[config.mk]
export PLATFORM = sky130hd
export DESIGN_NAME = mar_arbiter_flat
export DESIGN_NICKNAME = d
export VERILOG_FILES = /design/src/rtl/mar_arbiter_if.sv /design/src/rtl/mar_arbiter.sv /design/src/flat_wrapper.sv
export SDC_FILE = /design/constraint.sdc
export NUM_CORES = 1
export LEC_CHECK = 0
export BUFFER_PORTS_ARGS = -buffer_cell sky130_fd_sc_hd__buf_4
export CAP_MARGIN = 0
export CORE_UTILIZATION = 50
export CTS_BUF_LIST = sky130_fd_sc_hd__clkbuf_8
export CTS_CLUSTER_DIAMETER = 150
export CTS_CLUSTER_SIZE = 8
export DETAILED_ROUTE_END_ITERATION = 8
export PLACE_DENSITY = 0.82
export SLEW_MARGIN = 40
export SYNTH_ARGS = -nofsm -noshare
export SYNTH_HDL_FRONTEND = slang
export SYNTH_SLANG_ARGS = --single-unit
export TNS_END_PERCENT = 30
[constraint.sdc]
create_clock -name clk -period 3.4 [get_ports clk]
set_input_delay 0.51 -clock clk [delete_from_list [all_inputs] [get_ports clk]]
set_output_delay 0.51 -clock clk [all_outputs]
set_load 0.05 [all_outputs]
[src/rtl/mar_arbiter_if.sv]
// Request, MAR and memory-handshake bundle between the requesters/memory and mar_arbiter.
interface mar_arbiter_if #(
  parameter int unsigned AW = 15
);
  logic          req_f;
  logic [AW-1:0] addr_f;
  logic          req_d;
  logic [AW-1:0] addr_d;
  logic          we_d;
  logic          mem_ready;
  logic [AW-1:0] mar_addr;
  logic          mar_re;
  logic          mem_req;
  logic          mem_we;
  logic          ack_f;
  logic          ack_d;
  logic          err;
  logic          busy;
  logic          owner;

  // Requester/memory side.
  modport master (
    output req_f, addr_f, req_d, addr_d, we_d, mem_ready,
    input  mar_addr, mar_re, mem_req, mem_we, ack_f, ack_d, err, busy, owner
  );

  // Arbiter side.
  modport slave (
    input  req_f, addr_f, req_d, addr_d, we_d, mem_ready,
    output mar_addr, mar_re, mem_req, mem_we, ack_f, ack_d, err, busy, owner
  );
endinterface

[src/rtl/mar_arbiter.sv]
// Fetch/data MAR arbiter and memory-handshake sequencer with bounded wait.
// Define MAR_ARB_RR_EN for round-robin tie breaking; default is fixed fetch priority.
module mar_arbiter #(
  parameter int unsigned AW       = 15,
  parameter int unsigned WAIT_MAX = 15
) (
  input logic          clk,
  input logic          rst_n,
  mar_arbiter_if.slave bus
);

  localparam int unsigned   CW       = $clog2(WAIT_MAX + 1);
  localparam logic [CW-1:0] CNT_LAST = CW'(WAIT_MAX - 1);

  typedef enum logic [1:0] {
    S_IDLE = 2'd0,
    S_LOAD = 2'd1,
    S_MEM  = 2'd2,
    S_ACK  = 2'd3
  } state_t;

  state_t        state_q, state_nx;
  logic [CW-1:0] cnt_q, cnt_nx;
  logic [AW-1:0] mar_addr_q, mar_addr_nx;
  logic          we_q, we_nx;
  logic          owner_q, owner_nx;
  logic          mar_re_q, mar_re_nx;
  logic          mem_req_q, mem_req_nx;
  logic          mem_we_q, mem_we_nx;
  logic          ack_f_q, ack_f_nx;
  logic          ack_d_q, ack_d_nx;
  logic          err_q, err_nx;
  logic          busy_q, busy_nx;

  logic          req_any_c;
  logic          pick_d_c;
  logic          timeout_c;

`ifdef MAR_ARB_RR_EN
  logic          last_d_q, last_d_nx;
`endif

  // Arbitration: who wins if a grant happens this cycle.
  always_comb begin
    req_any_c = bus.req_f | bus.req_d;
`ifdef MAR_ARB_RR_EN
    pick_d_c  = bus.req_d & (~bus.req_f | ~last_d_q);
`else
    pick_d_c  = bus.req_d & ~bus.req_f;
`endif
  end

  // Last allowed MEM cycle without ready ends the access with an error.
  always_comb begin
    timeout_c = (state_q == S_MEM) & ~bus.mem_ready & (cnt_q == CNT_LAST);
  end

  // State register.
  always_ff @(posedge clk or negedge rst_n) begin
    if (!rst_n) begin
      state_q <= S_IDLE;
    end else begin
      state_q <= state_nx;
    end
  end

  // Next-state logic.
  always_comb begin
    state_nx = state_q;
    case (state_q)
      S_IDLE:  if (req_any_c) state_nx = S_LOAD;
      S_LOAD:  state_nx = S_MEM;
      S_MEM:   if (bus.mem_ready || timeout_c) state_nx = S_ACK;
      S_ACK:   state_nx = S_IDLE;
      default: state_nx = S_IDLE;
    endcase
  end

  // Output and datapath next values; pulses are decoded from the upcoming state.
  always_comb begin
    mar_addr_nx = mar_addr_q;
    owner_nx    = owner_q;
    we_nx       = we_q;
    cnt_nx      = cnt_q;
`ifdef MAR_ARB_RR_EN
    last_d_nx   = last_d_q;
`endif
    if ((state_q == S_IDLE) && req_any_c) begin
      mar_addr_nx = pick_d_c ? bus.addr_d : bus.addr_f;
      owner_nx    = pick_d_c;
      we_nx       = pick_d_c & bus.we_d;
      cnt_nx      = '0;
`ifdef MAR_ARB_RR_EN
      last_d_nx   = pick_d_c;
`endif
    end else if ((state_q == S_MEM) && !bus.mem_ready && !timeout_c) begin
      cnt_nx = cnt_q + CW'(1);
    end
    mar_re_nx  = (state_nx == S_LOAD);
    mem_req_nx = (state_nx == S_MEM);
    mem_we_nx  = (state_nx == S_MEM) & we_q;
    ack_f_nx   = (state_nx == S_ACK) & ~owner_q;
    ack_d_nx   = (state_nx == S_ACK) & owner_q;
    err_nx     = timeout_c;
    busy_nx    = (state_nx != S_IDLE);
  end

  // Registered outputs and transaction context.
  always_ff @(posedge clk or negedge rst_n) begin
    if (!rst_n) begin
      cnt_q      <= '0;
      mar_addr_q <= '0;
      we_q       <= 1'b0;
      owner_q    <= 1'b0;
      mar_re_q   <= 1'b0;
      mem_req_q  <= 1'b0;
      mem_we_q   <= 1'b0;
      ack_f_q    <= 1'b0;
      ack_d_q    <= 1'b0;
      err_q      <= 1'b0;
      busy_q     <= 1'b0;
    end else begin
      cnt_q      <= cnt_nx;
      mar_addr_q <= mar_addr_nx;
      we_q       <= we_nx;
      owner_q    <= owner_nx;
      mar_re_q   <= mar_re_nx;
      mem_req_q  <= mem_req_nx;
      mem_we_q   <= mem_we_nx;
      ack_f_q    <= ack_f_nx;
      ack_d_q    <= ack_d_nx;
      err_q      <= err_nx;
      busy_q     <= busy_nx;
    end
  end

`ifdef MAR_ARB_RR_EN
  // Resetting to data lets fetch win the first tie.
  always_ff @(posedge clk or negedge rst_n) begin
    if (!rst_n) begin
      last_d_q <= 1'b1;
    end else begin
      last_d_q <= last_d_nx;
    end
  end
`endif

  assign bus.mar_addr = mar_addr_q;
  assign bus.mar_re   = mar_re_q;
  assign bus.mem_req  = mem_req_q;
  assign bus.mem_we   = mem_we_q;
  assign bus.ack_f    = ack_f_q;
  assign bus.ack_d    = ack_d_q;
  assign bus.err      = err_q;
  assign bus.busy     = busy_q;
  assign bus.owner    = owner_q;

endmodule

[src/flat_wrapper.sv]
// flat-port wrapper written by rule: the top's interface ports become plain ports
module mar_arbiter_flat 
#(
  parameter int unsigned AW       = 15,
  parameter int unsigned WAIT_MAX = 15
)
  (clk, rst_n, bus_req_f, bus_addr_f, bus_req_d, bus_addr_d, bus_we_d, bus_mem_ready, bus_mar_addr, bus_mar_re, bus_mem_req, bus_mem_we, bus_ack_f, bus_ack_d, bus_err, bus_busy, bus_owner);
  mar_arbiter_if #(.AW(AW)) bus_i ();
  input logic clk;
  input logic rst_n;
  input wire logic [$bits(bus_i.req_f)-1:0] bus_req_f;
  input wire logic [$bits(bus_i.addr_f)-1:0] bus_addr_f;
  input wire logic [$bits(bus_i.req_d)-1:0] bus_req_d;
  input wire logic [$bits(bus_i.addr_d)-1:0] bus_addr_d;
  input wire logic [$bits(bus_i.we_d)-1:0] bus_we_d;
  input wire logic [$bits(bus_i.mem_ready)-1:0] bus_mem_ready;
  output wire logic [$bits(bus_i.mar_addr)-1:0] bus_mar_addr;
  output wire logic [$bits(bus_i.mar_re)-1:0] bus_mar_re;
  output wire logic [$bits(bus_i.mem_req)-1:0] bus_mem_req;
  output wire logic [$bits(bus_i.mem_we)-1:0] bus_mem_we;
  output wire logic [$bits(bus_i.ack_f)-1:0] bus_ack_f;
  output wire logic [$bits(bus_i.ack_d)-1:0] bus_ack_d;
  output wire logic [$bits(bus_i.err)-1:0] bus_err;
  output wire logic [$bits(bus_i.busy)-1:0] bus_busy;
  output wire logic [$bits(bus_i.owner)-1:0] bus_owner;
  assign bus_i.req_f = bus_req_f;
  assign bus_i.addr_f = bus_addr_f;
  assign bus_i.req_d = bus_req_d;
  assign bus_i.addr_d = bus_addr_d;
  assign bus_i.we_d = bus_we_d;
  assign bus_i.mem_ready = bus_mem_ready;
  assign bus_mar_addr = bus_i.mar_addr;
  assign bus_mar_re = bus_i.mar_re;
  assign bus_mem_req = bus_i.mem_req;
  assign bus_mem_we = bus_i.mem_we;
  assign bus_ack_f = bus_i.ack_f;
  assign bus_ack_d = bus_i.ack_d;
  assign bus_err = bus_i.err;
  assign bus_busy = bus_i.busy;
  assign bus_owner = bus_i.owner;
  mar_arbiter #(.AW(AW), .WAIT_MAX(WAIT_MAX)) u_core (.clk(clk), .rst_n(rst_n), .bus(bus_i));
endmodule
---- Yosys cells after proc, flatten, opt, wreduce, memory -nomap -nowiden ----
Cells that the tools add are included.
cells by class
  add/subtract/negate cells ............... 1
  equality and inequality tests ........... 7
  multiplexer cells ....................... 6
  bitwise operators ....................... 11
  reductions and logical operators ........ 9
operators by type and width
  operator               number
  $mux W15               1
  $eq A2 B2 Y1 const B   4
  $mux W4                2
  $pmux W2 S4            1
  $and A1 B1 Y1          7
  $add A4 B1 Y4 const B  1
  $eq A2 B1 Y1 const B   2
  $eq A4 B4 Y1 const B   1
  $mux W2                2
  $reduce_bool A2 Y1     2
  $logic_and A1 B1 Y1    3
  $not A1 Y1             3
  $logic_not A1 Y1       2
  $logic_not A2 Y1       1
  $logic_or A1 B1 Y1     1
  $or A1 B1 Y1           1
word-level totals
  register bits after elaboration ......... 30
  input port bits ......................... 36
  output and inout bits ................... 23
  word-level logic and storage cells ...... 46

---- Depth between registers and ports, before layout ----
  depth in word-level cells ............... 8
  mapped depth ............................ 6
  depth with buffers taken out ............ 5

---- Worst setup path after synthesis ----
Ideal clock, no wire load.
  kind .................................... flip-flop to flip-flop
  from .................................... register u_core.state_q[0]
  to ...................................... register u_core.busy_q, in the netlist u_core.bus.busy
  arrival time ............................ 1.302 ns
  data required time ...................... 3.273 ns
  path slack .............................. 1.971 ns
  stages on the path, launching flop included .. 6
  cell sequence ........................... dfrtp_1 > inv_1 > ha_1 > nor4b_2 > a211oi_4 > or2_2
on the way
  cells in the longest elaborated chain, start to end .. 7
RTL lines
  item                         line                                  RTL
  start, declared              mar_arbiter.sv:22                     state_t state_q, state_nx;
  start signal, assigned       mar_arbiter.sv:63                     state_q <= state_nx;
  $eq A2 B2 Y1                 mar_arbiter.sv:55, mar_arbiter.sv:70
  $and A1 B1 Y1 (2 in series)  mar_arbiter.sv:55                     timeout_c = (state_q == S_MEM) & ~bus.mem_ready & (cnt_q == CNT_LAST);
  $logic_or A1 B1 Y1           mar_arbiter.sv:73                     S_MEM: if (bus.mem_ready || timeout_c) state_nx = S_ACK;
  $mux W2                      mar_arbiter.sv:73
  $pmux W2 S4 *                mar_arbiter.sv:70                     case (state_q)
  net u_core.state_nx[0]       mar_arbiter.sv:22
  $reduce_bool A2 Y1 *         mar_arbiter.sv:105                    busy_nx = (state_nx != S_IDLE);
  net u_core.busy_nx           mar_arbiter.sv:33                     logic busy_q, busy_nx;
  end signal, assigned         mar_arbiter.sv:133                    busy_q <= busy_nx;
  end, declared                mar_arbiter.sv:33
Mark *: on every way through the listed nets, which the timed path passes. The rest lies on a longest branch.
A chain may end at the register's enable or synchronous reset.

---- Worst setup path in the final report ----
Ends and elaborated chain as after synthesis.

==> results.yml <==
outcome:
  status: "complete, no violations"
finish:
  final_cell_count_no_fill: 216
  drive_above_1_share_pct: 37.6
  largest_reg_flops: 15
  antennaDiodeCount: 0
  regArea_um2: 751
  fin_nets: 227
  fin_util_pct: 74.8
  nFillCells: 183
  multi_input_area_um2: 602
  layout-area-overhead-vs-synth_pct: 36.6
timing:
  slew_violations: 0
  setup_tns_ns: 0
  fmax_mhz: 646
  rsz0062_at_grt: "no"
  slew_headroom_pct: 53.0
  finalCritPeriodShare_pct: 45.5
  finalSetupViolations: 0
  period_minus_slack_ns: 1.55
  fin_ws_ns: 1.85
  worst_pin_slew_ns: 0.702
  finalClockSkew_ns: 0.00446
  hold_viol: 0
die:
  die-area_um2: 3030
  start_util_pct: 54.8
  ios: 59
  fp.dieH_um: 55.0
  fp.coreArea_um2: 2570
  die_w_um: 55.0
  row_count: 18
placement:
  place_inst: 209
  dp_slack_ns: 1.73
  place_congestion: 0.749
  place_hpwl_um: 2100
  io_buffer_count: 58
detailed_routing:
  viasPerCell: 5.16
  ant_nets: 0
  wl_per_cell_um: 12.8
  wirelength_um: 2770
  num_vias: 1114
  drtIter0Drc: 14
  firstDrtPassIters: 4
  drc: 0
worst_setup_path:
  crit_buf_inv: 1
  slowest_delay_ns: 0.41
  crit_path_top_delay_cell: "dfrtp_1"
  r2r-end: "u_core.bus.busy"
  path_class: "reg -> reg"
  ff2ff_path_depth: 5
  crit_family: "simple AND/OR/NAND/NOR gates"
  r2r_setup_slack_ns: 1.85
  crit_chain: "inv_1 -> ha_1 -> nor4b_2 -> a211oi_4 -> or2_2"
  rr_startpoint: "u_core.state_q[0]"
  start_kind: "register"
  cp.arrival_ns: 1.70
  cp-end-kind: "register"
  crit_required_ns: 3.55
  crit_path_max_fanout: 7
logic_synthesis:
  postSynthCellCount: 126
  ys_seq_area_share_pct: 53.4
  synth_nets: 167
  synth.distinct_cells: 32
  synth_area_um2: 1410
  yosysTopAreaCell: "dfrtp_1"
  ys_top_cells_by_area: "dfrtp_1, mux2i_1, ha_1"
  synth_top_area_share_pct: 53.4
  synth-seq-cells: 30
  yosysWarnings: 0
  synth.avg_cell_area_um2: 11.2
grt:
  grt_util_met3_pct: 6.28
  top_usage_layer: "met2"
  antenna_found_initial: 0
  grt_start_max_net_pins: 35
  met1_usage_pct: 22.2
  grtUsageMet2_pct: 33.3
  grt_use_total_pct: 19.5
  grt_pass1_vias: 994
  overflow: 0
  grt_pass1_wl_um: 4080
power:
  switching_share_pct: 47.8
  p_int_mw: 0.975
  peakVddDrop_v: 0.000701
  clkPwrFrac_pct: 13.4
  power.density_nw_per_um2: 973
  switchingPower_mw: 0.894
  pwr-share-seq_pct: 31.6
  p_leak_nw: 0.972
  power_frac_comb_pct: 55.1
  total_power_mw: 1.87
clock_tree:
  clkTransAtPathRegs_ns: 0.06
  postCtsHoldBufs: 0
  htree_levels: 2
  cts_tree: "done"
  cts_resized: 0
  cts_made_buffers: 5
  cts_root_buf: "clkbuf_8"
  cts_sinks: 30
  clk_latency_ns: 0.27
  clockBufferDepth: 2
  post_cts_buffers: 0
flow_run:
  maxCapViolCount: 0
min_path:
  holdCritPathClass: "in -> async"
layout make-up:
| type | count | share of cell area (%) |
|---|---|---|
| Timing Repair Buffer | 58 | 22.7 |
| Sequential cell | 30 | 39.1 |
| Clock buffer | 5 | 3.58 |
| Inverter | 5 | 0.977 |
| Tap cell | 30 | 1.95 |
| Clock inverter | 2 | 0.391 |
| Multi-Input combinational cell | 86 | 31.3 |
per-layer routing:
metal | part of all wire (%) | wire, µm | vias up
li1 | - | - | 557
met1 | 41 | 1130 | 517
met2 | 53 | 1470 | 35
met3 | 5.1 | 142 | 5
met4 | 1.0 | 29 | 0
met5 | 0 | 0 | -
cells in the mapped netlist:
library cell and n:
or3_1 1, nand2b_1 1, nor2b_4 1, nand4_1 1
nor2_1 3, nand3_2 1, nor3_1 1, o41ai_1 1
inv_1 5, ha_1 5, a21oi_1 3, and3b_1 1
o21ai_1 11, clkbuf_2 1, buf_6 1, mux2i_1 15
a21o_1 1, nand2_1 16, o22ai_1 1, and3_1 3
nor4b_2 1, dfrtp_1 30, nor2b_1 3, o21ai_0 7
buf_12 1, a21boi_0 1, a21boi_1 1, or2_2 2
o21a_1 1, nand3_1 3, buf_2 2, a211oi_4 1
cells by family (layout without fill, tap and decap cells):
family	Yosys count	in the layout	synth area share, %
adder cells (fa/ha/maj)	5	5	4.45
buffers and inverters	10	70	4.63
AO/OA/AOI/OAI	28	28	12.1
AND/OR/NAND/NOR	38	38	14.8
multiplexers	15	15	10.7
flip-flops	30	30	53.4
power by group through the flow:
stage | registers (mW) | logic (mW) | clock network, mW
floorplan | 0.999 | 0.321 | 0
CTS | 0.591 | 1.04 | 0.257
global route | 0.610 | 1.11 | 0.269
finish | 0.590 | 1.03 | 0.250
detailed placement | 0.594 | 1.04 | 0
global placement | 0.590 | 1.01 | 0
layout by cell type (no fill, tap or decap):
cell | synthesis | layout
mux2i_1 | 15 | 15
or2_2 | 2 | 2
and3b_1 | 1 | 1
nand4_1 | 1 | 1
buf_4 | 0 | 58
nor2_1 | 3 | 3
ha_1 | 5 | 5
nand3_2 | 1 | 1
o21ai_0 | 7 | 7
a211oi_4 | 1 | 1
nand2b_1 | 1 | 1
a21boi_0 | 1 | 1
nor2b_1 | 3 | 3
o21a_1 | 1 | 1
o21ai_4 | 0 | 1
clkbuf_8 | 0 | 5
nand2_1 | 16 | 16
nor2b_4 | 1 | 1
o22ai_1 | 1 | 1
nand3_1 | 3 | 3
nor3_1 | 1 | 1
dfrtp_1 | 30 | 30
o21ai_1 | 11 | 10
o41ai_1 | 1 | 1
nor4b_2 | 1 | 1
and3_1 | 3 | 3
or3_1 | 1 | 1
a21boi_1 | 1 | 1
a21o_1 | 1 | 1
inv_1 | 5 | 7
a21oi_1 | 3 | 3
worst max path at each step:
stage	from	to	slack, ns	cells after the start
global placement	bus_req_d	u_core.cnt_q[3]	1.43	4
detailed placement	bus_req_d	u_core.bus.mar_addr[7]	1.73	4
floorplan	u_core.state_q[0]	u_core.bus.busy	1.97	5
CTS	u_core.state_q[0]	u_core.bus.busy	1.84	5
global route	u_core.state_q[0]	u_core.bus.busy	1.76	5
finish	u_core.state_q[0]	u_core.bus.busy	1.85	5
worst register-to-register path, delay by kind of cell, from the launching register on:
family                   cells  cell delay (ns)
AO/OA/AOI/OAI                1             0.10
adder cells (fa/ha/maj)      1             0.20
AND/OR/NAND/NOR              2             0.61
flip-flops                   1             0.41
buffers and inverters        1             0.11
per-stage QoR:
stage / hold slack, ns / instance area (µm²)
after floorplan: 0.214 / 1410
after global placement: 0.454 / 1840
after detailed placement: 0.459 / 1840
after CTS: 0.166 / 1920
after global routing: 0.184 / 1920
final: 0.151 / 1920
(Power assumes the default switching activity.)
